===== src/rtl/md_sched.sv =====
// Multiply/divide latency scheduler: tracks the HI/LO unit busy window,
// emits the HI/LO commit pulse and the D-stage stall.
//
// Ports:
//   clk             pipeline clock
//   reset           asynchronous active-low reset
//   e_start         E-stage mult/multu/div/divu valid this cycle
//   e_is_div        qualifies e_start: 1 = div/divu, 0 = mult/multu
//   d_md_use        D-stage instruction touches HI/LO or the unit
//   md_busy         unit occupied (md_cnt != 0)
//   md_cnt          remaining busy cycles
//   md_done         one-cycle pulse, HI/LO commit at end of this cycle
//   md_stall        combinational stall to the hazard unit
//   md_err          sticky: start seen while busy
//   md_stall_cycles saturating count of stalled cycles
module md_sched #(
    parameter int MULT_CYCLES = 5,
    parameter int DIV_CYCLES  = 10,
    parameter int CNT_W       = 4,
    parameter int STAT_W      = 16
) (
    input  logic              clk,
    input  logic              reset,
    input  logic              e_start,
    input  logic              e_is_div,
    input  logic              d_md_use,
    output logic              md_busy,
    output logic [CNT_W-1:0]  md_cnt,
    output logic              md_done,
    output logic              md_stall,
    output logic              md_err,
    output logic [STAT_W-1:0] md_stall_cycles
);

    if (MULT_CYCLES < 1 || MULT_CYCLES > (2**CNT_W) - 1) begin : g_bad_mult
        $error("md_sched: MULT_CYCLES out of range");
    end
    if (DIV_CYCLES < 1 || DIV_CYCLES > (2**CNT_W) - 1) begin : g_bad_div
        $error("md_sched: DIV_CYCLES out of range");
    end

    localparam logic [CNT_W-1:0]  MULT_LD = CNT_W'(MULT_CYCLES);
    localparam logic [CNT_W-1:0]  DIV_LD  = CNT_W'(DIV_CYCLES);
    localparam logic [CNT_W-1:0]  CNT_ONE = CNT_W'(1);
    localparam logic [STAT_W-1:0] STAT_ONE = STAT_W'(1);
    localparam logic [STAT_W-1:0] STAT_MAX = {STAT_W{1'b1}};

    typedef enum logic {
        S_IDLE,
        S_RUN
    } state_e;

    state_e            state_q;
    logic [CNT_W-1:0]  cnt_q;
    logic              done_q;
    logic              err_q;
    logic [STAT_W-1:0] stat_q;
    logic [STAT_W-1:0] stat_d;

    assign md_busy         = (state_q == S_RUN);
    assign md_cnt          = cnt_q;
    assign md_done         = done_q;
    assign md_err          = err_q;
    assign md_stall_cycles = stat_q;

    // The stall covers the start cycle itself, before the count is loaded.
    assign md_stall = d_md_use & (e_start | md_busy);

    always_comb begin
        stat_d = stat_q;
        if (md_stall && stat_q != STAT_MAX) begin
            stat_d = stat_q + STAT_ONE;
        end
    end

    always_ff @(posedge clk or negedge reset) begin
        if (!reset) begin
            state_q <= S_IDLE;
            cnt_q   <= '0;
            done_q  <= 1'b0;
            err_q   <= 1'b0;
            stat_q  <= '0;
        end else begin
            stat_q <= stat_d;
            unique case (state_q)
                S_IDLE: begin
                    done_q <= 1'b0;
                    // A start in the done cycle lands here and is legal.
                    if (e_start) begin
                        cnt_q   <= e_is_div ? DIV_LD : MULT_LD;
                        state_q <= S_RUN;
                    end
                end
                S_RUN: begin
                    // A start while busy is dropped; only flagged.
                    if (e_start) begin
                        err_q <= 1'b1;
                    end
                    if (cnt_q == CNT_ONE) begin
                        cnt_q   <= '0;
                        state_q <= S_IDLE;
                        done_q  <= 1'b1;
                    end else begin
                        cnt_q  <= cnt_q - CNT_ONE;
                        done_q <= 1'b0;
                    end
                end
                default: begin
                    state_q <= S_IDLE;
                    cnt_q   <= '0;
                    done_q  <= 1'b0;
                end
            endcase
        end
    end

endmodule


===== config.mk =====
export PLATFORM = sky130hd
export DESIGN_NAME = md_sched
export DESIGN_NICKNAME = d
export VERILOG_FILES = /design/src/rtl/md_sched.sv
export SDC_FILE = /design/constraint.sdc
export NUM_CORES = 1
export LEC_CHECK = 0
export CORE_MARGIN = 5
export CORE_UTILIZATION = 32
export DETAILED_ROUTE_END_ITERATION = 6
export GPL_TIMING_DRIVEN = 0
export HOLD_SLACK_MARGIN = 0.15
export PLACE_DENSITY = 0.61
export SETUP_SLACK_MARGIN = 0.2
export SLEW_MARGIN = 20
export SYNTH_ARGS = -nofsm -noshare
export SYNTH_HDL_FRONTEND = slang
export SYNTH_SLANG_ARGS = --single-unit

===== constraint.sdc =====
create_clock -name clk -period 3 [get_ports clk]
set_clock_uncertainty 0.2 [all_clocks]
set_input_delay 0.45 -clock clk [delete_from_list [all_inputs] [get_ports clk]]
set_output_delay 0.45 -clock clk [all_outputs]
set_load 0.01 [all_outputs]

==> impl_metrics.tcl <==
set metrics [dict create \
    grt_use_total_pct 11.49 \
    postRouteAntennaNets 0 \
    yosys.area.top_type_share_pct 49.89 \
    cp_cell_sequence "o21ai_1, inv_1, clkdlybuf4s50_1" \
    post_cts_resized 0 \
    cts.clk_slew.worst_paths_ps 120 \
    firstDrtPassIters 4 \
    maxSlewViolCount 0 \
    wl_per_cell_um 13.36 \
    cts_tree "yes" \
    initial_core_util_pct 33.77 \
    antenna_found_initial 0 \
    ys_seq_elements 23 \
    cts_root_buf "clkbuf_4" \
    die_h_um 70.04 \
    vias 912 \
    cp-end-kind "output pin" \
    drt_iter0_markers 85 \
    via_per_inst 4.877 \
    syn_to_final_growth_pct 31.13 \
    leakagePower_uw 0.0006042 \
    insertion_delay_ps 310 \
    tightest_slew_ps 523.3 \
    status "complete, no violations" \
    critical_path.slowest_cell "clkdlybuf4s50_1" \
    required_ps 2350 \
    synthArstFlopShare_pct 100.0 \
    port-buffer-count 27 \
    dp_hpwl_mm 1.832 \
    postSynthAreaPerCell_um2 10.58 \
    synth_nets 117 \
    cts-buffers-inserted 3 \
    grt_pass1_wl_mm 4.636 \
    fillers 340 \
    grt_max_degree 24 \
    clock.fmax_mhz 402.8 \
    final_common_cell "clkdlybuf4s50_1" \
    cts.sinks 23 \
    route.detailed.drc 0 \
    fp-row-count 21 \
    final_nets 150 \
    drive_gt1_share_pct 6.383 \
    syn_inst 109 \
    cpPeakStageDelay_ps 520 \
    hp-class "input pin to flop" \
    rsz0062_at_grt "false" \
    n_antenna_cell 0 \
    ys_top_cells_by_area "dfrtp_1, xnor2_1, nand3_1, ha_1, nor2_1" \
    synth_ff_type "dfrtp_1" \
    ys_warn_count 0 \
    maxCapViolations 0 \
    overflow 0 \
    clockBufferDepth 2 \
    p_per_area_nw_per_um2 750.2 \
    post-route-min-period_ps 2483 \
    fin_crit_sh_pct 82.75 \
    peakVddDrop_v 0.0003532 \
    ys_seq_area_share_pct 49.89 \
    io_pins 29 \
    arrival_ps 1830 \
    fp.dieArea_um2 4906 \
    hold_ws_ps 220.0 \
    fin_setup_tns_ps 0 \
    coreArea_um2 3416 \
    start_kind "flop" \
    postCtsSetupBuffers 0 \
    worst-path-max-fanout 6 \
    gp_congestion 0.7575 \
    setup_viol 0 \
    maxSlewHeadroom_pct 65.11 \
    netlist.top_cell.by_area "dfrtp_1" \
    path_class "flop to output pin" \
    synth_edf_count 0 \
    grt_pass1_vias 959 \
    mostFrequentLayoutCells "clkdlybuf4s50_1, dfrtp_1, xnor2_1" \
    htreeDepth 1 \
    holdBufCountCts 0 \
    synth_area_um2 1154 \
    die_w_um 70.04 \
    yosysUniqueCellTypes 32 \
    wl_mm 2.498 \
    finalHoldViolCount 0 \
]
[worst max-delay path, delay by kind of cell (launching register included)]
| kind | cells | cell delay, ps |
|---|---|---|
| buf+inv | 2 | 700 |
| flops | 1 | 430 |
| compound gates | 1 | 400 |
[Yosys cell counts, drive strengths merged, types with 2 or more instances]
| cell | instances |
|---|---|
| nor2b | 3 |
| and2 | 2 |
| xnor2 | 13 |
| ha | 3 |
| nand4 | 4 |
| nor2 | 7 |
| nand3 | 9 |
| nor3 | 4 |
| dfrtp | 23 |
| a211oi | 3 |
| buf | 3 |
| or3 | 2 |
| o31a | 2 |
| xor2 | 3 |
| and3 | 3 |
| nand2 | 2 |
| o21ai | 6 |
| inv | 3 |
| a21oi | 3 |
| o211ai | 2 |
[path summary, 6_finish.rpt]
path                               startpoint            endpoint  slack, ps  depth (start not counted)
setup / recovery                      md_busy            md_stall        520                          3
hold / removal                        e_start              md_err        220                          2
setup reg to reg           md_stall_cycles[0]  md_stall_cycles[1]        930                          6
hold reg to reg                        md_err              md_err        270                          1
max in group asynchronous               reset  md_stall_cycles[7]       1820                          2
min in group asynchronous               reset             md_done        430                          2
[registers in the layout, indices dropped and copies added (netlist names)]
register and count:
md_stall_cycles 16, md_done 1, md_cnt 4, md_err 1
md_busy 1
[through the flow]
step | std cells | instance area [um^2] | total power (uW) | utilization, % | setup WS (ps)
2_1_floorplan | 109 | 1154 | 761.2 | - | 979.2
3_3_place_gp | 182 | 1481 | 989.9 | 43.37 | 522.7
3_5_place_dp | 182 | 1481 | 1002 | 43.37 | 537.1
4_1_cts | 186 | 1508 | 1150 | 44.14 | 493.9
5_1_grt | 187 | 1513 | 1230 | 44.29 | 353.5
6_report | 187 | 1513 | 1135 | 44.29 | 517.4
[report_power, final]
group	internal, uW	leakage [uW]	switching (uW)
registers	395	0.000291	106
clock network	51.9	0.0000150	91.2
logic	282	0.000299	208
total	730	0.000604	405
[final cells by class]
class | count | area [um^2] | area share [%]
sequential | 23 | 575.6 | 38.05
multi-input combinational | 79 | 539.3 | 35.65
timing repair buffer | 28 | 275.3 | 18.20
tap | 46 | 57.56 | 3.805
buffer | 4 | 27.53 | 1.820
clock buffer | 4 | 26.28 | 1.737
inverter | 3 | 11.26 | 0.7444
[cells by family (layout without fill, tap and decap cells)]
logic type | after synthesis | after routing | share of synthesized area (%)
xor gates and xnor gates | 16 | 16 | 12.15
muxes | 1 | 1 | 1.301
DFF | 23 | 23 | 49.89
adders and majority gates | 3 | 3 | 3.254
AOI/OAI and AO/OA | 19 | 19 | 11.39
buffers and inverters | 7 | 39 | 3.362
and+or+nand+nor | 40 | 40 | 18.66
[per-layer routing]
metal / track usage (%) / vias to the layer above / wire, um
met5: 0 / - / 0
met4: 4.681 / 0 / 23
met3: 3.874 / 4 / 129
met2: 16.58 / 26 / 1119
met1: 15.66 / 431 / 1226
li1: - / 451 / -
Note: power is estimated with default switching activity, not from simulation.
